`config.mk`:
```
export PLATFORM = sky130hd
export DESIGN_NAME = btn_led_sequencer
export DESIGN_NICKNAME = d
export VERILOG_FILES = /design/src/rtl/btn_led_sequencer.sv
export SDC_FILE = /design/constraint.sdc
export NUM_CORES = 1
export LEC_CHECK = 0
export CAP_MARGIN = 20
export CORE_MARGIN = 2
export CORE_UTILIZATION = 48
export CTS_CLUSTER_SIZE = 30
export DETAILED_ROUTE_END_ITERATION = 8
export PLACE_DENSITY = 0.69
export RECOVER_POWER = 50
export SLEW_MARGIN = 20
export SYNTH_ARGS = -nofsm -noshare
export SYNTH_HDL_FRONTEND = slang
export SYNTH_SLANG_ARGS = --single-unit
```
`constraint.sdc`:
```
create_clock -name clk_clk -period 3.8 [get_ports clk_clk]
set_input_delay 0.95 -clock clk_clk [delete_from_list [all_inputs] [get_ports clk_clk]]
set_output_delay 0.95 -clock clk_clk [all_outputs]
set_load 0.02 [all_outputs]
```
`src/rtl/btn_led_sequencer.sv`:
```
// Push-button driven LED sequencer: synchronises and debounces an active-low button,
// and each accepted press advances the LED pattern according to the selected mode.
module btn_led_sequencer #(
  parameter int N_LEDS          = 4,
  parameter int DEBOUNCE_CYCLES = 50000
) (
  input  logic              clk_clk,
  input  logic              reset_reset_n,
  input  logic              btn_external_connection_export,
  input  logic [1:0]        mode,
  output logic [N_LEDS-1:0] leds_external_connection_export,
  output logic              step_pulse,
  output logic [7:0]        press_count
);

  localparam int CW = (DEBOUNCE_CYCLES > 2) ? $clog2(DEBOUNCE_CYCLES) : 1;
  localparam logic [CW-1:0]     CNT_MAX  = CW'(DEBOUNCE_CYCLES - 1);
  localparam logic [N_LEDS-1:0] LED_INIT = {{(N_LEDS-1){1'b0}}, 1'b1};

  localparam logic [1:0] MODE_WALK   = 2'b00;
  localparam logic [1:0] MODE_BOUNCE = 2'b01;
  localparam logic [1:0] MODE_COUNT  = 2'b10;

  typedef enum logic {DIR_UP = 1'b0, DIR_DOWN = 1'b1} dir_t;

  logic              sync1_r, sync2_r;
  logic              deb_r, deb_prev_r;
  logic [CW-1:0]     cnt_r;
  logic [1:0]        mode_r;
  dir_t              dir_r;
  logic [N_LEDS-1:0] leds_r;
  logic              step_r;
  logic [7:0]        count_r;

  logic              deb_s;
  logic [CW-1:0]     cnt_s;
  logic              press_s;
  logic [N_LEDS-1:0] leds_s;
  dir_t              dir_s;

  // Debounce: the accepted level only follows the synchronised input once it has differed long enough
  always_comb begin
    deb_s = deb_r;
    cnt_s = cnt_r;
    if (sync2_r == deb_r) begin
      cnt_s = '0;
    end else if (cnt_r == CNT_MAX) begin
      deb_s = sync2_r;
      cnt_s = '0;
    end else begin
      cnt_s = cnt_r + CW'(1);
    end
  end

  // Press is a debounced falling edge; a release produces nothing
  always_comb begin
    press_s = deb_prev_r & ~deb_r;
  end

  // Next LED pattern and bounce direction; a mode change reinitialises ahead of any step
  always_comb begin
    leds_s = leds_r;
    dir_s  = dir_r;
    if (mode != mode_r) begin
      case (mode)
        MODE_WALK, MODE_BOUNCE: begin
          leds_s = LED_INIT;
          dir_s  = DIR_UP;
        end
        MODE_COUNT: begin
          leds_s = '0;
          dir_s  = DIR_UP;
        end
        default: begin
          leds_s = leds_r;
          dir_s  = dir_r;
        end
      endcase
    end else if (press_s) begin
      case (mode_r)
        MODE_WALK: begin
          leds_s = {leds_r[N_LEDS-2:0], leds_r[N_LEDS-1]};
        end
        MODE_BOUNCE: begin
          if (dir_r == DIR_UP) begin
            if (leds_r[N_LEDS-1]) begin
              leds_s = leds_r >> 1;
              dir_s  = DIR_DOWN;
            end else begin
              leds_s = leds_r << 1;
            end
          end else begin
            if (leds_r[0]) begin
              leds_s = leds_r << 1;
              dir_s  = DIR_UP;
            end else begin
              leds_s = leds_r >> 1;
            end
          end
        end
        MODE_COUNT: begin
          leds_s = leds_r + N_LEDS'(1);
        end
        default: begin
          leds_s = leds_r;
        end
      endcase
    end else begin
      leds_s = leds_r;
      dir_s  = dir_r;
    end
  end

  // State and output registers
  always_ff @(posedge clk_clk or negedge reset_reset_n) begin
    if (!reset_reset_n) begin
      sync1_r    <= 1'b1;
      sync2_r    <= 1'b1;
      deb_r      <= 1'b1;
      deb_prev_r <= 1'b1;
      cnt_r      <= '0;
      mode_r     <= MODE_WALK;
      dir_r      <= DIR_UP;
      leds_r     <= LED_INIT;
      step_r     <= 1'b0;
      count_r    <= 8'd0;
    end else begin
      sync1_r    <= btn_external_connection_export;
      sync2_r    <= sync1_r;
      deb_r      <= deb_s;
      deb_prev_r <= deb_r;
      cnt_r      <= cnt_s;
      mode_r     <= mode;
      dir_r      <= dir_s;
      leds_r     <= leds_s;
      step_r     <= press_s;
      count_r    <= press_s ? (count_r + 8'd1) : count_r;
    end
  end

  assign leds_external_connection_export = leds_r;
  assign step_pulse                      = step_r;
  assign press_count                     = count_r;

endmodule
```
==> impl_metrics.env <==
export IMPL_status="finished with violations"
export IMPL_violations="capacitance limit, slew limit"
export IMPL_insertion_delay_ns=0.28
export IMPL_grt_pass1_wl_mm=5.95
export IMPL_drive_above_1_share_pct=14.4
export IMPL_fmaxAchievable_mhz=366
export IMPL_p_total_uw=726
export IMPL_start_util_pct=50.9
export IMPL_post_cts_buffers=0
export IMPL_yosysMostFrequentCell="dfrtp_1"
export IMPL_ctsHoldBuffers=0
export IMPL_grt_pass1_vias=1298
export IMPL_yosysSeqAreaShare_pct=47.6
export IMPL_cts_root_buf="clkbuf_8"
export IMPL_multi_input_area_sq_um=933
export IMPL_yosysWarnings=0
export IMPL_async_flop_share_pct=100
export IMPL_yosys_area_share_adder_pct=3.94
export IMPL_netlist_area_sq_mm=0.00190
export IMPL_drv_slew=37
export IMPL_drv_cap=1
export IMPL_fin_crit_sh_pct=71.8
export IMPL_antenna_found_initial=0
export IMPL_power_density_mw_per_mm2=331
export IMPL_endpoint_kind="asynchronous set/reset pin"
export IMPL_slew_headroom_pct=-24.8
export IMPL_dieWidth_microns=67.0
export IMPL_synth_common_cells="dfrtp_1, nor2_1, nand2_1, xnor2_1, xor2_1"
export IMPL_synth_simple_area_share_pct=22.7
export IMPL_antenna_cells=0
export IMPL_crit_family="buffers and inverters"
export IMPL_fin_setup_tns_ns=0
export IMPL_pre_cts_ws_ns=1.35
export IMPL_cp_num_buf_inv=2
export IMPL_clk_pin_slew_ns=0.07
export IMPL_netlist_area_leader_share_pct=40.7
export IMPL_coreArea_sq_mm=0.00374
export IMPL_ios=18
export IMPL_h_tree_depth=2
export IMPL_max_stage_delay_ns=1.34
export IMPL_worst_pin_slew_ns=1.87
export IMPL_grt_max_degree=37
export IMPL_yosys_area_share_xor_xnor_pct=11.9
export IMPL_hpwl_mm=2.47
export IMPL_finClkSkew_ns=0.00473
export IMPL_routed_wl_mm=3.51
export IMPL_cp_required_ns=3.83
export IMPL_utilization_pct=58.5
export IMPL_drtIter0Drc=53
export IMPL_vias=1352
export IMPL_post_route_drc_count=0
export IMPL_wl_per_cell_microns=14.4
export IMPL_timing_final_hold_violations=0
export IMPL_ys_types=48
export IMPL_die_area_sq_mm=0.00449
export IMPL_drtAntennaViolNets=0
export IMPL_ys_seq_elements=36
export IMPL_fin_ws_ns=1.07
export IMPL_clock_sinks=36
export IMPL_synth_mux_area_share_pct=1.18
export IMPL_period_minus_slack_ns=2.73
export IMPL_grt_setup_unrepaired="false"
export IMPL_synthTopCellsByArea="dfrtp_1, dfstp_2, xnor2_1, xor2_1, ha_1"
export IMPL_drt_pass1_iterations=4
export IMPL_synthCells=174
export IMPL_placedCellCount=235
export IMPL_fillerInstances=329
export IMPL_syn_nets=185
export IMPL_avgViaCountPerCell=5.56
export IMPL_fin_cells=243
export IMPL_synth_edf_count=0
export IMPL_grt_util_all_layers_pct=17.6
export IMPL_gp_congestion=0.837
export IMPL_port_buffers=17
export IMPL_worst_path_max_delay_cell="clkbuf_1"
export IMPL_num_rows=22
export IMPL_ff_latch_area_sq_um=907
export IMPL_grt_ovfl_total=0
export IMPL_yosys_area_top_type="dfrtp_1"
export IMPL_synth_compound_area_share_pct=9.33
export IMPL_crit_type="input pin to asynchronous set/reset pin"
export IMPL_synth_ff_type="dfrtp_1"
export IMPL_chipHeight_microns=67.0
export IMPL_numCtsBuffers=5
export IMPL_final_nets=205
export IMPL_cp_data_arrival_time_ns=2.76
export IMPL_start_kind="input pin"
export IMPL_hp_class="flip-flop to flip-flop"
export IMPL_ir_worst_vdd_mv=0.282
export IMPL_cts_resized=0
export IMPL_worstPathMaxFanout=36
export IMPL_cts_tree="yes"
export IMPL_synth_top_family_by_area="simple AND/OR/NAND/NOR gates"
export IMPL_p_leak_nw=0.955
export IMPL_clk_path_buf_depth=2
export IMPL_path_cells="clkdlybuf4s50_1 -> clkbuf_1"
export IMPL_setup_viol=0
export IMPL_avgSynthCellArea_sq_um=10.9
export IMPL_syn_to_final_growth_pct=15.0
==> per-stage QoR <==
| stage | area, sq um | hold WS [ns] |
|---|---|---|
| after floorplan | 1900 | 0.345 |
| after global placement | 2100 | 0.347 |
| after detailed placement | 2100 | 0.347 |
| after CTS | 2190 | 0.357 |
| after global routing | 2190 | 0.361 |
| final | 2190 | 0.357 |
==> kinds of logic after synthesis <==
group | Yosys count
AO/OA/AOI/OAI | 24
XOR/XNOR | 25
adder cells (fa/ha/maj) | 6
buffers and inverters | 12
flip-flops | 36
multiplexers | 2
AND/OR/NAND/NOR | 69
==> worst register-to-register path: cells and delay by family, from the launching register on <==
family / cells / cell delay, ns
flops: 1 / 0.51
simple gates: 2 / 0.81
compound gates: 2 / 0.57
==> per-layer routing <==
metal	global-route usage, %	part of all wire (%)	vias up
li1	-	-	664
met1	22.3	47	647
met2	29.6	48	35
met3	4.73	3.5	6
met4	4.85	1.5	0
met5	0	0	-
==> final timing paths <==
| path | slack, ns | cells after the start | endpoint | startpoint |
|---|---|---|---|---|
| setup / recovery | 1.07 | 2 | dir_r | reset_reset_n |
| hold / removal | 0.36 | 0 | sync2_r | sync1_r |
| setup reg to reg | 1.80 | 4 | dir_r | deb_prev_r |
| hold reg to reg | 0.36 | 0 | sync2_r | sync1_r |
| max in group clk_clk | 1.33 | 1 | leds_external_connection_export[0] | leds_external_connection_export[0] |
| min in group asynchronous | 1.65 | 2 | cnt_r[14] | reset_reset_n |
==> state kept, by name, indices dropped and copies added (netlist names) <==
name and flops:
step_pulse 1, dir_r 1, leds_external_connection_export 4, deb_prev_r 1
sync2_r 1, cnt_r 16, press_count 8, sync1_r 1
deb_r 1, mode_r 2
==> final cells by class <==
type | instances | share of cell area [%]
timing repair buffer | 18 | 7.94
tap | 48 | 2.74
sequential | 36 | 41.4
multi-input combinational | 126 | 42.6
clock buffer | 8 | 4.11
inverter | 7 | 1.20
==> power breakdown <==
group          switching, mW  internal (mW)  total, mW  leakage (nW)
registers            0.00861          0.392      0.400         0.479
logic                 0.0334         0.0195     0.0529         0.431
clock network          0.125          0.148      0.273        0.0455
==> cell usage in the layout (no fill, tap or decap), types with 2 or more instances in the layout <==
cell,Yosys,final
nand4_2,2,2
o21ai_0,2,2
clkbuf_1,2,3
a21oi_1,4,4
dlygate4sd3_1,0,3
xnor2_1,12,12
nor2_1,16,16
xor2_1,12,12
inv_1,6,6
clkdlybuf4s50_1,0,14
a22o_1,5,5
dfstp_2,5,4
nand2_1,12,12
o22ai_1,2,2
ha_1,6,6
o21ai_1,2,2
and3_1,4,4
nor4_2,3,3
nand2b_1,2,2
dfrtp_1,31,31
nand3_1,4,4
clkbuf_8,0,6
and4bb_1,2,2
nand2_2,3,3
nand4_1,10,10
(Power assumes the default switching activity.)
